<file path="src/rtl/eseram_pkg.sv">
// Shared types and constants for the ESE-RAM SD data-window transfer controller.
package eseram_pkg;

  // Transfer sequencer states.
  typedef enum logic [2:0] {
    ST_IDLE       = 3'd0,
    ST_STROBE     = 3'd1,
    ST_WAIT_START = 3'd2,
    ST_WAIT_DONE  = 3'd3,
    ST_CAPTURE    = 3'd4
  } xfer_state_e;

  // One-deep request queue entry.
  typedef struct packed {
    logic       valid;
    logic       wr;
    logic [7:0] data;
  } pend_slot_t;

  // Byte clocked out on MOSI while receiving.
  localparam logic [7:0] SD_DUMMY_BYTE = 8'hFF;

  localparam pend_slot_t PEND_EMPTY = '{valid: 1'b0, wr: 1'b0, data: 8'h00};

endpackage

</file>
<file path="src/rtl/eseram_sd_watchdog.sv">
// Saturating 16-bit cycle timer: cleared by clear_i, counts while run_i,
// and flags expiry on the cycle the count reaches LIMIT-1 while running.
module eseram_sd_watchdog #(
  parameter int unsigned LIMIT = 4096
) (
  input  logic        clk,
  input  logic        reset,
  input  logic        clear_i,
  input  logic        run_i,
  output logic [15:0] count_o,
  output logic        expire_o
);

  logic [15:0] count_q, count_d;

  // Next count: clear wins, then saturating increment while running.
  always_comb begin
    count_d = count_q;
    if (clear_i) begin
      count_d = 16'd0;
    end else if (run_i && (count_q != 16'hFFFF)) begin
      count_d = count_q + 16'd1;
    end
  end

  // Counter register.
  always_ff @(posedge clk) begin
    if (reset) begin
      count_q <= 16'd0;
    end else begin
      count_q <= count_d;
    end
  end

  assign count_o  = count_q;
  assign expire_o = run_i && ({16'd0, count_q} >= 32'(LIMIT - 1));

endmodule

</file>
<file path="src/rtl/eseram_sd_xfer_ctrl.sv">
// Sequences single-byte SPI transfers for the mapper's SD data window with a
// one-deep request slot, a read-ahead byte, CPU wait generation and a watchdog.
//
// Engine handshake: sd_tx / sd_rx are one-cycle strobes issued only in STROBE,
// never together; the engine may raise sd_busy some cycles later and the byte
// on sd_data_from is taken once sd_busy falls (or after START_CYCLES if the
// engine never signals busy, i.e. it completed instantly).
module eseram_sd_xfer_ctrl
  import eseram_pkg::*;
#(
  parameter int unsigned TIMEOUT_CYCLES = 4096,
  parameter int unsigned START_CYCLES   = 8
) (
  input  logic       clk,
  input  logic       reset,
  input  logic       cpu_req,
  input  logic       cpu_wr,
  input  logic [7:0] cpu_wdata,
  output logic [7:0] cpu_rdata,
  output logic       cpu_wait,
  input  logic       err_clr,
  output logic       err_timeout,
  output logic       err_overrun,
  output logic [7:0] sd_data_to,
  output logic       sd_tx,
  output logic       sd_rx,
  input  logic [7:0] sd_data_from,
  input  logic       sd_busy
);

  xfer_state_e state_q, state_d;
  pend_slot_t  pend_q, pend_d;
  logic        cur_wr_q, cur_wr_d;
  logic [7:0]  cur_data_q, cur_data_d;
  logic [7:0]  rdata_q, rdata_d;
  logic        err_to_q, err_to_d;
  logic        err_ov_q, err_ov_d;

  logic [15:0] wd_count;
  logic        wd_expire;
  logic        start_elapsed;
  logic        abort;
  logic        direct;

  eseram_sd_watchdog #(.LIMIT(TIMEOUT_CYCLES)) u_watchdog (
    .clk      (clk),
    .reset    (reset),
    .clear_i  (state_q == ST_STROBE),
    .run_i    ((state_q == ST_WAIT_START) || (state_q == ST_WAIT_DONE)),
    .count_o  (wd_count),
    .expire_o (wd_expire)
  );

  assign start_elapsed = ({16'd0, wd_count} >= 32'(START_CYCLES - 1));

  // The slot frees at the CAPTURE edge, so the CPU is released during CAPTURE.
  assign cpu_wait = pend_q.valid && (state_q != ST_IDLE) && (state_q != ST_CAPTURE);

  // Only an idle controller with nothing queued takes a request straight to STROBE.
  assign direct = (state_q == ST_IDLE) && !pend_q.valid;

  // Next-state, slot, read-ahead and error flag logic.
  always_comb begin
    state_d    = state_q;
    pend_d     = pend_q;
    cur_wr_d   = cur_wr_q;
    cur_data_d = cur_data_q;
    rdata_d    = rdata_q;
    err_to_d   = err_to_q & ~err_clr;
    err_ov_d   = err_ov_q & ~err_clr;
    abort      = 1'b0;

    unique case (state_q)
      ST_IDLE: begin
        if (pend_q.valid) begin
          state_d      = ST_STROBE;
          cur_wr_d     = pend_q.wr;
          cur_data_d   = pend_q.data;
          pend_d.valid = 1'b0;
        end else if (cpu_req) begin
          state_d    = ST_STROBE;
          cur_wr_d   = cpu_wr;
          cur_data_d = cpu_wdata;
        end
      end
      ST_STROBE: begin
        state_d = ST_WAIT_START;
      end
      ST_WAIT_START: begin
        if (wd_expire) begin
          abort = 1'b1;
        end else if (sd_busy) begin
          state_d = ST_WAIT_DONE;
        end else if (start_elapsed) begin
          state_d = ST_CAPTURE;
        end
      end
      ST_WAIT_DONE: begin
        if (wd_expire) begin
          abort = 1'b1;
        end else if (!sd_busy) begin
          state_d = ST_CAPTURE;
        end
      end
      ST_CAPTURE: begin
        rdata_d = sd_data_from;
        if (pend_q.valid) begin
          state_d      = ST_STROBE;
          cur_wr_d     = pend_q.wr;
          cur_data_d   = pend_q.data;
          pend_d.valid = 1'b0;
        end else begin
          state_d = ST_IDLE;
        end
      end
      default: begin
        state_d = ST_IDLE;
      end
    endcase

    if (abort) begin
      state_d  = ST_IDLE;
      rdata_d  = SD_DUMMY_BYTE;
      err_to_d = 1'b1;
      pend_d   = PEND_EMPTY;
    end

    // Requests not taken directly land in the slot, which is always free here
    // unless cpu_wait is high (then the request is lost and flagged).
    if (cpu_req) begin
      if (cpu_wait) begin
        err_ov_d = 1'b1;
      end else if (!direct) begin
        pend_d = '{valid: 1'b1, wr: cpu_wr, data: cpu_wdata};
      end
    end
  end

  // State and datapath registers.
  always_ff @(posedge clk) begin
    if (reset) begin
      state_q    <= ST_IDLE;
      pend_q     <= PEND_EMPTY;
      cur_wr_q   <= 1'b0;
      cur_data_q <= SD_DUMMY_BYTE;
      rdata_q    <= SD_DUMMY_BYTE;
      err_to_q   <= 1'b0;
      err_ov_q   <= 1'b0;
    end else begin
      state_q    <= state_d;
      pend_q     <= pend_d;
      cur_wr_q   <= cur_wr_d;
      cur_data_q <= cur_data_d;
      rdata_q    <= rdata_d;
      err_to_q   <= err_to_d;
      err_ov_q   <= err_ov_d;
    end
  end

  assign sd_tx       = (state_q == ST_STROBE) && cur_wr_q;
  assign sd_rx       = (state_q == ST_STROBE) && !cur_wr_q;
  assign sd_data_to  = ((state_q == ST_STROBE) && cur_wr_q) ? cur_data_q : SD_DUMMY_BYTE;
  assign cpu_rdata   = rdata_q;
  assign err_timeout = err_to_q;
  assign err_overrun = err_ov_q;

endmodule
</file>
<file path="config.mk">
export PLATFORM = sky130hd
export DESIGN_NAME = eseram_sd_xfer_ctrl
export DESIGN_NICKNAME = d
export VERILOG_FILES = /design/src/rtl/eseram_pkg.sv /design/src/rtl/eseram_sd_watchdog.sv /design/src/rtl/eseram_sd_xfer_ctrl.sv
export SDC_FILE = /design/constraint.sdc
export NUM_CORES = 1
export LEC_CHECK = 0
export BUFFER_PORTS_ARGS = -buffer_cell sky130_fd_sc_hd__buf_2
export CAP_MARGIN = 20
export CORE_ASPECT_RATIO = 0.7
export CORE_MARGIN = 3
export CORE_UTILIZATION = 59
export CTS_CLUSTER_SIZE = 40
export DETAILED_ROUTE_END_ITERATION = 8
export GPL_ROUTABILITY_DRIVEN = 1
export HOLD_SLACK_MARGIN = 0.02
export PLACE_DENSITY = 0.84
export SYNTH_ARGS = -nofsm -noshare
export SYNTH_HDL_FRONTEND = slang
export SYNTH_SLANG_ARGS = --single-unit
</file>
<file path="constraint.sdc">
create_clock -name clk -period 5.27 [get_ports clk]
set_input_delay 1.3175 -clock clk [delete_from_list [all_inputs] [get_ports clk]]
set_output_delay 1.3175 -clock clk [all_outputs]
set_load 0.005 [all_outputs]
</file>
==> impl_results.md, run 1 <==
* Most frequent cells in the layout: dfxtp_1 (48), buf_2 (42), nand2_1 (33)
* # diodes at 0
* RSZ-0062 raised after global routing: no
* Period utilisation layout at 0.601
* Die height at just under 60 µm
* CTS H-tree lvls at 2
* Die Width at 81.4 µm
* Worst hold path endpoint: pend_q[8]
* Gpl congestion at approximately 0.87
* WS Path Type: register to primary output
* Initial antenna violation count at 0
* WHS Path Cells at 2
* Setup Viol. Count Final at 0
* Reg2reg setup slack at 2960 ps
* Fillers at about 300
* Clock transition at path regs at ~90 ps
* Starting density of the core at 0.639
* Asr flop ratio synth at 0
* Total Routing Usage GR at 0.242
* IO Count at 43
* Post-CTS setup repair buffer count at 0
* Port Buffers at 42
* Arr. time, crit path at 1850 ps
* Setup TNS at 0 ps
* CTS Sinks at 48
* Worst path cell trace: nor3b_1 > and2_1 > nand2b_1 > buf_2
* Post-synthesis cell area at 0.00235 mm²
* Slowest-stage cell, CP: dfxtp_1
* Seq/Total Area, Yosys at 0.410
* Worst stage delay on the critical path at 560 ps
* GR Overflow Total at 0
* Max cap viols at 0
* Vias per inst at 6.02
* FP Rows at 18
* Status: completed
* Cells after Synth at 291
* Most common cell after layout, fill and taps aside: dfxtp_1
* Tot Pwr at between 1 and 1.5 mW
* Vias in the first global route at 1955
* Hold-fix buffers, CTS at 0
* Critical path launch point type: register
* Worst hold path startpoint: pend_q[8]
* Peak VDD IR at 0.000318 V
* Clk_lat worst skew at approximately 300 ps
* Synthesis-to-finish area growth at 14.1%
* WL/cell at about 15 µm
* Skew final at 4.18 ps
* R2R depth at 5
* Final hold viol count at 0
* Fraction of layout cells with a size suffix above 1 at 0.191
* Total core area at 0.00367 mm²
* WP data required at 3950 ps
* FF-to-FF End: state_q[2]
* Nets at around 350
* Slew @ Worst Pin at 1050 ps
* Crit-path max FO at 12
* Pre-antenna DRT Iters at 4
* CTS resizes at 0
* CTS Buffer Depth at 2
* F_max at 316 MHz
* DIE AREA at 0.00478 mm²
* Unique masters post-synth at 49
* Drt total wl at 5480 µm
* Post-Syn Nets at 314
* CTS tree: built
* First-pass GRT wire length at 8970 µm
* Cell family with most CP delay: simple AND/OR/NAND/NOR gates
* Worst setup EP type: primary output
* R2R Path Start: u_watchdog.count_o[0]
* Post-DP HPWL at 3950 µm
* Yosys reg bits at between 40 and 50
* EDFF count, synth at 0
* Rel. slew slack at 0.298
* Vias at 2259
* DRC violations left at 0
* Root Driver: clkbuf_8
* Antenna Nets Post-Route at 0
* Synth Flop Type: dfxtp_1
* Num CTS Buffers at 5
* Leakage Power at 1.03 nW
* Final min period at 3160 ps
* Largest net degree at the start of global routing at 22
* Slew Limit Fails at 0
* Pwr per Cell Area at 447 mW/mm²
* WP buf/inv at 1
* Mapped Avg Cell Area at just over 8 µm²
* Type of the worst min-delay path: register to register
* DRT iter0 DRCs at 249
* Yosys warns at 0
## Yosys cell counts (all sizes together) (6+ instances only)
cell type,n,area [µm²]
o311ai,9,78.8
buf,6,32.5
nand2b,12,75.1
clkbuf,12,46.3
a21oi,17,85.1
dfxtp,48,961
nor2,17,63.8
nand2,34,130
nor3,12,60.1
o31ai,17,128
or4,12,96.3
o21ai,7,35.0
nand3,22,110
inv,13,48.8
## per-layer routing
metal	GRT usage	vias to the layer above	wire, µm
met3	0.0627	8	441
met1	0.360	1032	2750
met5	0	-	0
met4	0.0747	0	57
li1	-	1140	-
met2	0.341	79	2230
## registers in the layout, summed over array words and instances (netlist names)
signal,cells
state_q,3
pend_q,10
cur_data_q,8
cur_wr_q,1
err_overrun,1
err_timeout,1
cpu_rdata,8
u_watchdog.count_o,16
## worst max path at each step
stage	from	end	cells after the start
after floorplan	state_q[0]	sd_data_to[0]	5
after global routing	state_q[0]	sd_data_to[3]	4
after detailed placement	reset	u_watchdog.count_o[2]	4
after global placement	reset	u_watchdog.count_o[2]	4
final	state_q[0]	sd_data_to[6]	4
after CTS	state_q[0]	sd_data_to[6]	4
## worst register-to-register path, delay by kind of cell, from the launching register on
kind	cells	cell delay (ps)
AO/OA/AOI/OAI	2	930
AND/OR/NAND/NOR	2	610
flip-flops	1	400
adder cells (fa/ha/maj)	1	210
## final cells by class
type                            instances  area, µm²  share of cell area
Timing Repair Buffer                   44        229              0.0856
Clock inverter                          3       42.5              0.0159
Tap cell                               50       62.6              0.0234
Inverter                               14       52.6              0.0196
Multi-Input combinational cell        211       1260               0.471
Clock buffer                            5       68.8              0.0257
Sequential cell                        48        961               0.359
## stage by stage
stage               cells  worst slack, ps   util  hold WS [ps]  area [µm²]
floorplan             291             2580      -           441        2350
global placement      366             2380  0.696           447        2550
detailed placement    366             2350  0.696           456        2550
CTS                   374             2100  0.726           469        2670
global route          375             2000  0.729           497        2680
finish                375             2110  0.729           468        2680
## report_power, final
| part | switching (mW) | internal (mW) |
|---|---|---|
| Clock | 0.123 | 0.140 |
| Combinational | 0.225 | 0.163 |
| Sequential | 0.0855 | 0.458 |
## cells by family (layout without fill, tap and decap cells)
family,count (synthesis),after routing,synth area share
flip-flops,48,48,0.410
AND/OR/NAND/NOR,143,143,0.329
AO/OA/AOI/OAI,65,65,0.193
buffers and inverters,32,66,0.0560
adder cells (fa/ha/maj),1,1,0.00533
multiplexers,1,1,0.00427
XOR/XNOR,1,1,0.00373
Note: power is estimated with default switching activity, not from simulation.
==> run 2, diff against run 1 <==
- CORE_UTILIZATION: 59 -> 55
- PLACE_DENSITY: 0.84 -> 0.79
- clock period: 5.27 -> 3 ns (I/O delays scaled with it)
==> run 2 against run 1 <==
Net effect:
- first-iteration DRC count is 10% higher
- combinational power up 80%
- clock skew fell by 0.64 ps
- via count fell by 0.40%
==> impl_results.md, run 2 (same netlist as run 1, synthesis figures left out) <==
* Setup Viol. Count Final at 0
* Leakage Power at 1.04 nW
* FP Rows at 19
* Hold-fix buffers, CTS at 0
* Pre-CTS setup slack at 827 ps
* WS Path Type: register to primary output
* Max cap viols at 0
* Slowest-stage cell, CP: dfxtp_1
* Worst setup EP type: primary output
* Type of the worst min-delay path: register to register
* Die height at 60.6 µm
* F_max at 397 MHz
* Port Buffers at 42
* Fraction of layout cells with a size suffix above 1 at 0.198
* Vias in the first global route at 1922
* Critical path launch point type: register
* Total Routing Usage GR at 0.224
* R2R depth at 5
* FF-to-FF End: u_watchdog.count_o[2]
* CTS resizes at 0
* Slew Limit Fails at 0
* First-pass GRT wire length at 9110 µm
* DIE AREA at 0.00510 mm²
* CTS H-tree lvls at 2
* Final worst setup slack at 479 ps
* # diodes at 0
* Synthesis-to-finish area growth at 15.1%
* Starting density of the core at 0.584
* Pwr per Cell Area at 783 mW/mm²
* Final min period at 2520 ps
* Arr. time, crit path at 1770 ps
* Post-DP HPWL at 4050 µm
* Peak VDD IR at 0.000458 V
* RSZ-0062 raised after global routing: no
* WL/cell at 14.7 µm
* Critical path capture point: sd_data_to[4]
* Vias per inst at 5.91
* R2R Path Start: u_watchdog.count_o[3]
* Total core area at about 0.0040 mm²
* Most common cell after layout, fill and taps aside: dfxtp_1
* Slew @ Worst Pin at approximately 730 ps
* CTS Buffer Depth at 2
* Root Driver: clkbuf_8
* Antenna Nets Post-Route at 0
* IO Count at 43
* Pre-antenna DRT Iters at 4
* Gpl congestion at 0.834
* Worst stage delay on the critical path at 560 ps
* Worst path cell trace: nor3b_1 > and2_1 > nand2b_1 > buf_2
* Crit-path max FO at 12
* GR Overflow Total at 0
* WP data required at approximately 2300 ps
* CTS tree: built
* Post-CTS setup repair buffer count at 0
* Period utilisation layout at 0.840
* Final hold viol count at 0
* Most frequent cells in the layout: dfxtp_1 (48), buf_2 (42), nand2_1 (33)
* Largest net degree at the start of global routing at 20
* Drt total wl at roughly 5600 µm
* Clk_lat worst skew at 290 ps
* CTS Sinks at 48
* Reg2reg setup slack at slightly above 900 ps
* Rel. slew slack at 0.507
* DRC violations left at 0
* Skew final at 3.54 ps
* Die Width at 84.1 µm
* Initial antenna violation count at 0
* Num CTS Buffers at 5
* Setup TNS at 0 ps
* Largest register FFs at 16
* Nets at 351
* Clock transition at path regs at ~80 ps
* Status: completed
* Critical Path Source: state_q[0]
* Vias at 2250
* DRT iter0 DRCs at 275
## run 2: changes by cell type in the layout (fill, tap and decap cells not counted), sizes merged
cell	delta
buf	+4
clkbuf	+1
clkinvlp	-1
## run 2: metal layers
layer | vias up | part of all wire | GRT usage
met4 | 0 | 0.011 | 0.0734
met1 | 1030 | 0.50 | 0.325
met5 | - | 0 | 0
li1 | 1144 | - | -
met2 | 70 | 0.42 | 0.330
met3 | 6 | 0.070 | 0.0543
## run 2: worst max-delay path: cells and delay by family, from the launching register on
kind	cells	cell delay, ps
buf+inv	1	130
flops	1	560
simple gates	3	790
## run 2: worst min path at each step
stage,cells past startpoint,to,slack (ps),startpoint
after floorplan,2,pend_q[0],440,pend_q[0]
after global placement,2,cpu_rdata[2],450,cpu_rdata[2]
after detailed placement,2,cpu_rdata[1],450,cpu_rdata[1]
after CTS,2,pend_q[8],470,pend_q[8]
after global routing,2,pend_q[5],490,pend_q[5]
final,2,cpu_rdata[1],460,cpu_rdata[1]
## run 2: cell type report
type	count	area [µm²]
well taps	52	65.1
flip-flops and latches	48	961
multi-input cells	211	1260
fillers	359	1320
inverters	14	52.6
clock inverters	2	35.0
clock buffers	6	72.6
repair buffers	48	255
## run 2: metrics by stage
stage / instances / area (µm²) / utilization / hold slack (ps) / power (mW)
2_1_floorplan: 291 / 2350 / - / 441 / 1.45
4_1_cts: 381 / 2700 / 0.672 / 469 / 2.12
5_1_grt: 381 / 2700 / 0.672 / 490 / 2.27
6_report: 381 / 2700 / 0.672 / 464 / 2.12
3_5_place_dp: 373 / 2590 / 0.646 / 450 / 1.67
3_3_place_gp: 373 / 2590 / 0.646 / 445 / 1.64
## run 2: power by group
part / switching [mW] / total, mW / internal, mW
clock network: 0.208 / 0.455 / 0.247
registers: 0.157 / 0.961 / 0.805
logic: 0.397 / 0.699 / 0.302
==> run 3, diff against run 2 <==
- CORE_UTILIZATION: 55 -> 50
- PLACE_DENSITY: 0.79 -> 0.76
- clock period: 3 -> 2.3 ns (I/O delays scaled with it)
==> run 3 against run 2 <==
Net effect:
- hold slack better by 3.9 ps
- worst setup slack worse by 280 ps
- first-iteration DRC count is 32% lower
- count of clock-buffer cells in the layout stayed put
- global-route usage is 0.99 points lower
- sequential share of layout area is 0.62 points lower
- flip-flop and latch count stayed put
- combinational power is 37% higher
- core utilization is 5.2 points lower
- register-to-register slack worse by 660 ps
- die area is 9.1% higher
- critical path type unchanged
- largest cell class unchanged
- highest routed layer unchanged
==> impl_results.md, run 3 (same netlist as run 1, synthesis figures left out) <==
* Status: completed
* Antenna Nets Post-Route at 0
* RSZ-0062 raised after global routing: no
* DRT iter0 DRCs at 186
* Worst hold path startpoint: cpu_rdata[2]
* Total core area at 0.00443 mm²
* Setup TNS at 0 ps
* Clk_lat worst skew at just under 300 ps
* Gpl congestion at 0.938
* CTS Buffer Depth at 2
* Most frequent cells in the layout: dfxtp_1 (48), buf_2 (42), nand2_1 (33)
* # diodes at 0
* F_max at 476 MHz
* Largest register FFs at 16
* Starting density of the core at 0.530
* Root Driver: clkbuf_8
* Clock transition at path regs at 90 ps
* Final hold viol count at 0
* Fraction of layout cells with a size suffix above 1 at 0.216
* Tot Pwr at between 2 and 3 mW
* CTS Sinks at 48
* WL/cell at 14.7 µm
* Peak VDD IR at 0.000748 V
* Final min period at 2100 ps
* Largest net degree at the start of global routing at 20
* Pwr per Cell Area at 1010 mW/mm²
* Fin cells at roughly 390
* Reg2reg setup slack at roughly 270 ps
* Leakage Power at 1.07 nW
* Die Width at 87.9 µm
* Setup Viol. Count Final at 0
* Slew Limit Fails at 0
* Slowest-stage cell, CP: dfxtp_1
* Crit-path max FO at 16
* Worst setup EP type: primary output
* Rel. slew slack at 0.515
* CTS H-tree lvls at 2
* Vias at between 2000 and 2500
* Critical path launch point type: register
* Synthesis-to-finish area growth at 17.2%
* WS Path Type: register to primary output
* GR Overflow Total at 0
* R2R Path Start: state_q[1]
* WP data required at ~1700 ps
* Final Util at 0.621
* CTS tree: built
* DRC violations left at 0
* Vias per inst at 6.02
* Vias in the first global route at between 1500 and 2000
* Nets at approximately 360
* Type of the worst min-delay path: register to register
* Post-route design area at roughly 0.0027 mm²
* Worst hold path endpoint: cpu_rdata[2]
* Cell Area, Placed at roughly 0.0026 mm²
* DIE AREA at ~0.0056 mm²
* FP Rows at 20
* Slew @ Worst Pin at 721 ps
* Worst path cell trace: nor3b_2 > and2_2 > nand2b_1 > buf_2
* Max cap viols at 0
* Total Routing Usage GR at 0.214
* Skew final at 6.39 ps
* Num CTS Buffers at 5
* Hold-fix buffers, CTS at 0
* Most common cell after layout, fill and taps aside: dfxtp_1
* IO Count at 43
* Drt total wl at 5730 µm
* First-pass GRT wire length at 9480 µm
* Post-DP HPWL at around 4200 µm
* WHS Path Cells at 2
* Cell family with most CP delay: flip-flops
* Dpl cells at 381
* FF-to-FF End: u_watchdog.count_o[6]
* Die height at 63.3 µm
* Initial antenna violation count at 0
* WP buf/inv at 1
* Post-CTS setup repair buffer count at 0
* Worst stage delay on the critical path at 650 ps
* Port Buffers at 42
* Period utilisation layout at 0.914
* Pre-antenna DRT Iters at 4
* CTS resizes at 0
* Arr. time, crit path at approximately 1500 ps
* R2R depth at 4
[run 3: layer usage]
metal	up-vias	routed length, µm	track usage
met1	1071	2930	0.346
met4	0	14	0.0287
met3	2	514	0.0536
met5	-	0	0
li1	1160	-	-
met2	108	2280	0.288
[run 3: layout make-up]
class	instances	area, µm²
fill	411	1680
multi-input combinational	211	1270
sequential	48	961
timing repair buffer	53	293
clock buffer	6	72.6
tap	55	68.8
inverter	14	52.6
clock inverter	2	35.0
[run 3: metrics by stage]
step / setup slack [ps] / hold WS, ps
finish: 199 / 468
floorplan: 355 / 441
global placement: 390 / 445
detailed placement: 355 / 452
CTS: 33.8 / 468
global route: 41.8 / 487
[run 3: worst max-delay path by stage]
stage                     from  cells after the start                    end  slack [ps]
floorplan           state_q[0]                      5          sd_data_to[0]         360
global placement    state_q[1]                      4          sd_data_to[6]         390
detailed placement  state_q[1]                      4  u_watchdog.count_o[6]         360
CTS                 state_q[1]                      4          sd_data_to[5]          30
global route        state_q[1]                      4          sd_data_to[4]          40
finish              state_q[1]                      4          sd_data_to[6]         200
[run 3: power breakdown]
part	internal (mW)	switching, mW	total (mW)	leakage, nW
Combinational	0.412	0.548	0.960	0.627
Clock	0.323	0.268	0.590	0.0552
Sequential	1.05	0.177	1.23	0.393
[run 3: tightest hold or removal path: stages (launching register included)]
cell	delay, ps
dfxtp_1	320
nand2_1	50
nand3_1	60
